## config.mk

```make
export PLATFORM = sky130hd
export DESIGN_NAME = ads_conv_ctrl
export DESIGN_NICKNAME = d
export VERILOG_FILES = /design/src/rtl/ads_conv_ctrl.sv
export SDC_FILE = /design/constraint.sdc
export NUM_CORES = 1
export LEC_CHECK = 0
export CORE_MARGIN = 4
export CORE_UTILIZATION = 59
export DETAILED_ROUTE_END_ITERATION = 12
export PLACE_DENSITY = 0.84
export SYNTH_ARGS = -nofsm -noshare
export SYNTH_HDL_FRONTEND = slang
export SYNTH_SLANG_ARGS = --single-unit
```

## constraint.sdc

```tcl
create_clock -name CLK_ADS -period 3 [get_ports CLK_ADS]
set_clock_uncertainty 0.2 [all_clocks]
set_input_delay 0.6 -clock CLK_ADS [delete_from_list [all_inputs] [get_ports CLK_ADS]]
set_output_delay 0.6 -clock CLK_ADS [all_outputs]
set_load 0.02 [all_outputs]
```

## src/rtl/ads_conv_ctrl.sv

```systemverilog
// Conversion/readout controller for an ADS-style converter: power-up holdoff, START control,
// DRDY_N edge detection and SPI mode-1 readout of one DATA_W-bit sample per conversion.
`timescale 1ns/1ps
module ads_conv_ctrl #(
  parameter int DATA_W   = 24,
  parameter int SCLK_DIV = 4,
  parameter int HOLDOFF  = 1024
) (
  input  logic              CLK_ADS,
  input  logic              CLK_RST,
  input  logic              EN,
  input  logic              ADS_DRDY_N,
  input  logic              ADS_DOUT,
  output logic              ADS_START,
  output logic              ADS_CS_N,
  output logic              ADS_SCLK,
  output logic [DATA_W-1:0] DATA,
  output logic              DATA_VLD,
  output logic              BUSY,
  output logic              OVR
);

  localparam int HOLD_W = $clog2(HOLDOFF + 1);
  localparam int DIV_W  = $clog2(SCLK_DIV);
  localparam int BIT_W  = $clog2(DATA_W + 1);

  typedef enum logic [2:0] {
    S_HOLD, S_IDLE, S_WAIT, S_CS_SETUP, S_SHIFT, S_DONE
  } state_t;

  state_t              state_q, state_d;
  logic [HOLD_W-1:0]   hold_cnt_q, hold_cnt_d;
  logic [DIV_W-1:0]    div_cnt_q, div_cnt_d;
  logic [BIT_W-1:0]    bit_cnt_q, bit_cnt_d;
  logic [DATA_W-1:0]   shift_q, shift_d;
  logic [DATA_W-1:0]   data_q, data_d;
  logic                sclk_q, sclk_d;
  logic                start_q, start_d;
  logic                cs_n_q, cs_n_d;
  logic                vld_q, vld_d;
  logic                busy_q, busy_d;
  logic                ovr_q, ovr_d;
  logic                drdy_s1_q, drdy_s2_q, drdy_prev_q;
  logic                drdy_fall;
  logic                busy_now;

  assign drdy_fall = drdy_prev_q & ~drdy_s2_q;
  assign busy_now  = (state_q == S_CS_SETUP) || (state_q == S_SHIFT) || (state_q == S_DONE);

  always_ff @(posedge CLK_ADS) begin
    if (CLK_RST) begin
      state_q     <= S_HOLD;
      hold_cnt_q  <= '0;
      div_cnt_q   <= '0;
      bit_cnt_q   <= '0;
      shift_q     <= '0;
      data_q      <= '0;
      sclk_q      <= 1'b0;
      start_q     <= 1'b0;
      cs_n_q      <= 1'b1;
      vld_q       <= 1'b0;
      busy_q      <= 1'b0;
      ovr_q       <= 1'b0;
      drdy_s1_q   <= 1'b1;
      drdy_s2_q   <= 1'b1;
      drdy_prev_q <= 1'b1;
    end else begin
      state_q     <= state_d;
      hold_cnt_q  <= hold_cnt_d;
      div_cnt_q   <= div_cnt_d;
      bit_cnt_q   <= bit_cnt_d;
      shift_q     <= shift_d;
      data_q      <= data_d;
      sclk_q      <= sclk_d;
      start_q     <= start_d;
      cs_n_q      <= cs_n_d;
      vld_q       <= vld_d;
      busy_q      <= busy_d;
      ovr_q       <= ovr_d;
      drdy_s1_q   <= ADS_DRDY_N;
      drdy_s2_q   <= drdy_s1_q;
      drdy_prev_q <= drdy_s2_q;
    end
  end

  always_comb begin
    state_d    = state_q;
    hold_cnt_d = hold_cnt_q;
    div_cnt_d  = div_cnt_q;
    bit_cnt_d  = bit_cnt_q;
    shift_d    = shift_q;
    data_d     = data_q;
    sclk_d     = sclk_q;
    ovr_d      = ovr_q;

    case (state_q)
      S_HOLD: begin
        if (hold_cnt_q == HOLD_W'(HOLDOFF - 1)) state_d = S_IDLE;
        else hold_cnt_d = hold_cnt_q + 1'b1;
      end
      S_IDLE: begin
        if (EN) state_d = S_WAIT;
      end
      S_WAIT: begin
        if (!EN) begin
          state_d = S_IDLE;
        end else if (drdy_fall) begin
          state_d   = S_CS_SETUP;
          div_cnt_d = '0;
        end
      end
      S_CS_SETUP: begin
        if (div_cnt_q == DIV_W'(SCLK_DIV - 1)) begin
          state_d   = S_SHIFT;
          div_cnt_d = '0;
          bit_cnt_d = '0;
          sclk_d    = 1'b1;
        end else begin
          div_cnt_d = div_cnt_q + 1'b1;
        end
      end
      S_SHIFT: begin
        // DOUT is captured as SCLK falls; the slave launched it on the preceding rise.
        if (div_cnt_q == DIV_W'(SCLK_DIV - 1)) begin
          div_cnt_d = '0;
          if (sclk_q) begin
            sclk_d    = 1'b0;
            shift_d   = {shift_q[DATA_W-2:0], ADS_DOUT};
            bit_cnt_d = bit_cnt_q + 1'b1;
          end else if (bit_cnt_q == BIT_W'(DATA_W)) begin
            state_d = S_DONE;
          end else begin
            sclk_d = 1'b1;
          end
        end else begin
          div_cnt_d = div_cnt_q + 1'b1;
        end
      end
      S_DONE: begin
        data_d  = shift_q;
        state_d = EN ? S_WAIT : S_IDLE;
      end
      default: state_d = S_HOLD;
    endcase

    // An edge arriving mid-frame (including the DONE cycle) is lost; flag it.
    if (drdy_fall && busy_now) ovr_d = 1'b1;
    else if (!EN && !busy_now) ovr_d = 1'b0;
  end

  assign start_d = (state_d == S_WAIT) || (state_d == S_CS_SETUP) ||
                   (state_d == S_SHIFT) || (state_d == S_DONE);
  assign cs_n_d  = !((state_d == S_CS_SETUP) || (state_d == S_SHIFT));
  assign busy_d  = (state_d == S_CS_SETUP) || (state_d == S_SHIFT) || (state_d == S_DONE);
  assign vld_d   = (state_q == S_DONE);

  assign ADS_START = start_q;
  assign ADS_CS_N  = cs_n_q;
  assign ADS_SCLK  = sclk_q;
  assign DATA      = data_q;
  assign DATA_VLD  = vld_q;
  assign BUSY      = busy_q;
  assign OVR       = ovr_q;

endmodule
```

==> results.md, run 1 <==
- Buf/Inv on CP: 1
- Syn_nets: 367
- Fmax: 461.4 MHz
- Clock-pin slew on the worst setup and hold paths: 0.07 ns
- Largest area contributor in the netlist: dfxtp_1
- Worst reg-to-reg path cell count: 6
- DIE AREA: 0.006222 mm²
- Layout cells sized above 1: 0.07360
- Crit path kind: register to output pin
- Post-synth EDFFs: 0
- Initial antenna violation count: 0
- Hold EP: drdy_s2_q$_SDFF_PP1_
- Slowest Stage Delay on Critical Path: 0.63 ns
- Worst r2r src: hold_cnt_q[0]$_SDFFE_PP0P_
- R2R Setup Slk: 0.93 ns
- Max-cap viol count: 0
- Ant. Diodes: 0
- FF+latch count, synth: 78
- Min cycle time layout: 2.167 ns
- Post-route ant nets: 0
- Htree depth: 3
- Worst-margin pin slew: 0.5026 ns
- Worst setup EP type: output pin
- Core footprint: 0.004786 mm²
- Chip height: 78.88 µm
- FP Rows: 25
- Arr. time, crit path: 1.37 ns
- Mapped Area: 0.002964 mm²
- Ys flop type: dfxtp_1
- TritonCTS clock tree: yes
- Avg Cell Area, Syn: 8.280 µm²
- Layout area overhead: 19.50%
- Post-cts resize count: 0
- Vias: 2428
- Maximum vdd ir drop: 0.3554 mV
- Clock Latency Late Sink: 0.34 ns
- CTS Root Cell: clkbuf_8
- Worst Hold Class: register to register
- GRT Total Usage: 0.1943
- Initial Utilization: 0.6193
- Multi-input gate area: 0.001305 mm²
- Final #Nets: 398
- Crit path max-delay cell type: clkdlybuf4s50_1
- Power per Cell Area: 521.2 mW/mm²
- Synthesis Warnings: 0
- WHS: 0.2139 ns
- Final count of pins violating max slew: 0
- Global route overflow: 0
- Outcome: finished, final reports clean
- RSZ-0062 raised after global routing: false
- Routed WL: 5.639 mm
- CP Cell Sequence: clkdlybuf4s50_1
- Worst reg2reg endpoint: hold_cnt_q[9]$_SDFFE_PP0P_
- Clk sinks: 78
- Hold Crit Depth: 1
- Crit start category: register
- Detailed Routing Iterations Pass 1: 4
- Setup Total Neg Slack: 0 ns
- Port bufs: 34
- Initial DRC Count: 219
- Final hold vios: 0
- Worst Hold Launch: drdy_s1_q$_SDFF_PP1_
- Gpl congestion: 0.9161
- Vias/cell: 5.267
- Hpwl dp: 3.764 mm
- Vias in the first global route: 2215
- I/O pins: 35
- Number of distinct library cells after synthesis: 35
- Die width: 78.88 µm
- First-pass GRT wire length: 9.646 mm
- Static leakage: 1.232 nW
- Register area: 0.001562 mm²
- Pin count of the biggest net entering global routing: 54
- Post-synthesis cell count: 358
- CTS Hold Buffers Added: 0
- CTS buffer count: 9
- WP data required: 2.20 ns
- Residual DRC: 0
- Worst path top cell family by delay: buffers and inverters
- Rel. slew slack: 0.6649
- Fill cell count: 378
- Synth top area share: 0.5268
- Sequential fraction of the synthesis area: 0.5268
- Tcrit/Tclk final: 0.7224
- Maximum buffer depth of the clock tree: 2
- Wire per inst: 12.23 µm
- Setup violations, final: 0
- Dominant cells by area after synthesis: dfxtp_1, nand2_1, a21oi_1
- Setup repair bufs after CTS: 0
- Asr flop ratio synth: 0
- Critical Path Fanout Max: 6
[routing by layer]
| layer | GRT usage | wire length, µm | part of all wire |
|---|---|---|---|
| met5 | 0 | 0 | 0 |
| met4 | 0.09107 | 97 | 0.017 |
| met3 | 0.04535 | 221 | 0.039 |
| met2 | 0.3234 | 2699 | 0.48 |
| met1 | 0.2381 | 2621 | 0.46 |
[how the worst max path moves through the flow]
stage	slack, ns	cells after the start	startpoint	end
after floorplan	1.06	6	hold_cnt_q[0]$_SDFFE_PP0P_	hold_cnt_q[9]$_SDFFE_PP0P_
after detailed placement	0.88	4	EN	BUSY$_SDFF_PP0_
after CTS	0.82	1	ADS_SCLK$_SDFFE_PP0P_	ADS_SCLK
after global placement	0.91	4	EN	BUSY$_SDFF_PP0_
final	0.83	1	ADS_SCLK$_SDFFE_PP0P_	ADS_SCLK
after global routing	0.77	1	ADS_SCLK$_SDFFE_PP0P_	ADS_SCLK
[cells in the mapped netlist, drive strengths merged (5+ instances only)]
master / count
buf: 6
nand4: 6
nor2b: 6
clkbuf: 13
inv: 5
o21ai: 9
nand2: 105
nor2: 22
xor2: 7
a21oi: 63
dfxtp: 78
[per-stage QoR]
step | util | instances | setup slack (ns) | total power [mW] | cell area [µm²]
floorplan | - | 358 | 1.064 | 1.092 | 2964
global placement | 0.6983 | 445 | 0.9119 | 1.102 | 3342
detailed placement | 0.6983 | 445 | 0.8822 | 1.103 | 3342
CTS | 0.7401 | 461 | 0.8167 | 1.861 | 3542
global route | 0.7401 | 461 | 0.7727 | 1.909 | 3542
finish | 0.7401 | 461 | 0.8329 | 1.846 | 3542
[where the power goes]
| group | switching (mW) | internal [mW] |
|---|---|---|
| registers | 0.00563 | 1.04 |
| logic | 0.0217 | 0.0118 |
| clock network | 0.360 | 0.407 |
[layout make-up]
type                    instances  share of cell area
flip-flops and latches         78              0.4408
multi-input cells             256              0.3684
repair buffers                 39              0.1053
clock buffers                  11             0.03992
well taps                      67             0.02367
clock inverters                 5             0.01660
inverters                       5            0.005298
[flip-flops by register name, indices dropped and copies added, names as in the netlist]
name         flops
BUSY             1
OVR              1
ADS_START        1
state_q          3
ADS_SCLK         1
drdy_prev_q      1
ADS_CS_N         1
shift_q         24
hold_cnt_q      11
DATA            24
DATA_VLD         1
div_cnt_q        2
drdy_s1_q        1
drdy_s2_q        1
bit_cnt_q        5
[cell families after synthesis]
kind of cell    count (synthesis)  synth area share
simple gates                  163            0.2478
xor+xnor                        8           0.02364
buf+inv                        24           0.03293
mux                             2          0.006754
compound gates                 79            0.1452
fa+ha+maj                       4           0.01689
flops                          78            0.5268
[cells in the final DEF, fill, tap and decap left out, drive strengths merged]
cell type        n
nand2          105
dfxtp           78
a21oi           63
clkdlybuf4s50   33
nor2            22
clkbuf          11
o21ai            9
xor2             7
nor2b            6
nand4            6
buf              6
inv              5
and3             4
or2              4
ha               4
or3              4
nor3b            3
nand3            2
nor3             2
mux2i            2
clkinvlp         2
clkinv           2
a311oi           1
a21o             1
and2             1
nand4b           1
a211oi           1
and3b            1
a211o            1
o31a             1
and4             1
a31oi            1
xnor2            1
nand3b           1
a22oi            1
bufinv           1
No activity file was read; power rests on OpenSTA's default activity.
==> inputs of run 2 (changes only) <==
CORE_UTILIZATION = 49   (was 59)
PLACE_DENSITY = 0.74   (was 0.84)
clock period = 1.78 ns   (was 3 ns; I/O delays follow)
==> run 2 against run 1 <==
The flow now finishes with violations (setup timing). Worst setup slack got worse by 0.85 ns. Wire length increased by 5.6%. Largest cell class unchanged. Die area increased by 18%. Final cell count increased by 5.9%. Core utilization decreased by 10 points. Highest routed layer unchanged. Worst hold slack got worse by 0.0085 ns. Count of clock-buffer cells in the layout unchanged. Sequential share of layout area decreased by 2.1 points. Final area increased by 5.6%. Clock power increased by 56%. Combinational power increased to 2.5 times the previous value.
==> results.md, run 2 (synthesized netlist as in run 1, its figures left out) <==
- Outcome: finished with violations
- Failing checks: setup timing
- Port bufs: 34
- Vias: 2487
- FP Rows: 28
- CTS Root Cell: clkbuf_8
- Tcrit/Tclk final: 1.011
- Post-Place Setup Slack: -0.09595 ns
- Max-cap viol count: 0
- Most common cell after layout, fill and taps aside: nand2_1
- WP data required: 1.85 ns
- GRT Total Usage: 0.1693
- First-pass GRT wire length: 10.11 mm
- Hpwl dp: 3.965 mm
- Worst Hold Class: register to register
- Commonest non-fill, non-tap cells in the layout: nand2_1, dfxtp_1, a21oi_1
- Post-route ant nets: 0
- Power per Cell Area: 812.9 mW/mm²
- Crit path kind: register to register
- Die width: 85.78 µm
- Critical Path Fanout Max: 5
- Setup Total Neg Slack: -0.01899 ns
- Vias/cell: 5.096
- Crit start category: register
- Initial Utilization: 0.5036
- Wire per inst: 12.20 µm
- Final count of pins violating max slew: 0
- Layout cells sized above 1: 0.1550
- Routed WL: 5.952 mm
- Global route overflow: 0
- Arr. time, crit path: 1.87 ns
- CTS buffer count: 9
- Htree depth: 3
- Chip height: 85.78 µm
- DIE AREA: 0.007357 mm²
- Fmax: 555.9 MHz
- Rel. slew slack: 0.7356
- Initial antenna violation count: 0
- Layout area overhead: 26.17%
- Clock Latency Late Sink: 0.34 ns
- Final worst slack: -0.01899 ns
- Static leakage: 1.460 nW
- Clock-pin slew on the worst setup and hold paths: 0.08 ns
- Worst-margin pin slew: 0.3965 ns
- CTS Hold Buffers Added: 0
- Initial DRC Count: 112
- RSZ-0062 raised after global routing: true
- Final #Nets: 417
- WHS: 0.2054 ns
- Maximum vdd ir drop: 0.5168 mV
- Final hold vios: 0
- Detailed Routing Iterations Pass 1: 4
- Vias in the first global route: 2303
- Pin count of the biggest net entering global routing: 37
- Setup violations, final: 1
- Maximum buffer depth of the clock tree: 2
- Min cycle time layout: 1.799 ns
- Ant. Diodes: 0
- I/O pins: 35
- Residual DRC: 0
- Core footprint: 0.005886 mm²
- TritonCTS clock tree: yes
- Worst setup EP type: register
- Clk sinks: 78
- Gpl congestion: 0.8692
[run 2: cell count changes in the layout (fill, tap and decap cells not counted), sizes merged]
cell,before,now
buf,6,25
bufinv,1,0
clkdlybuf4s50,33,3
clkinv,2,3
dlygate4sd2,0,30
[run 2: routing by layer]
metal	global-route usage	up-vias	wire, µm
li1	-	1285	-
met1	0.2094	1155	2794
met4	0.07626	0	115
met5	0	-	0
met3	0.04035	11	183
met2	0.2797	36	2859
[run 2: what timing repair did]
item / in CTS / in global routing
gates cloned: 0 / 0
buffers inserted: 2 / 0
setup endpoints to repair: 33 / 43
pin swaps: 5 / 3
gates resized for setup: 38 / 12
[run 2: power breakdown]
group,internal (mW),leakage [nW],switching (mW),total [mW]
sequential,1.75,0.632,0.00651,1.76
combinational,0.0369,0.737,0.0469,0.0837
clock,0.579,0.0913,0.617,1.20
total,2.37,1.46,0.671,3.04
[run 2: cell type report]
type,instances,area [µm²]
Clock buffer,11,151.4
Clock inverter,5,33.78
Fill cell,535,2146
Inverter,5,18.77
Multi-Input combinational cell,256,1363
Sequential cell,78,1569
Tap cell,75,93.84
Timing Repair Buffer,58,510.5
[run 2: through the flow]
step	cell area [µm²]	total power, mW	std cells	util
CTS	3706	3.076	488	0.6297
finish	3740	3.040	488	0.6354
global placement	3521	1.875	471	0.5982
detailed placement	3521	1.877	471	0.5982
global route	3740	3.162	488	0.6354
floorplan	2973	1.841	358	-
[run 2: final timing paths]
| check | from | end | slack, ns | cells past startpoint |
|---|---|---|---|---|
| worst min register to register | drdy_s1_q$_SDFF_PP1_ | drdy_s2_q$_SDFF_PP1_ | 0.21 | 1 |
| worst max register to register | state_q[1]$_SDFF_PP0_ | hold_cnt_q[5]$_SDFFE_PP0P_ | -0.02 | 5 |
| worst min-delay path | drdy_s1_q$_SDFF_PP1_ | drdy_s2_q$_SDFF_PP1_ | 0.21 | 1 |
| worst max-delay path | state_q[1]$_SDFF_PP0_ | hold_cnt_q[5]$_SDFFE_PP0P_ | -0.02 | 5 |
[run 2: critical path, stage by stage, from the launching register on]
cell	delay (ns)
dfxtp_2	0.32
or3_4	0.42
a31oi_4	0.19
nand4_4	0.12
or3_1	0.35
a21oi_2	0.12
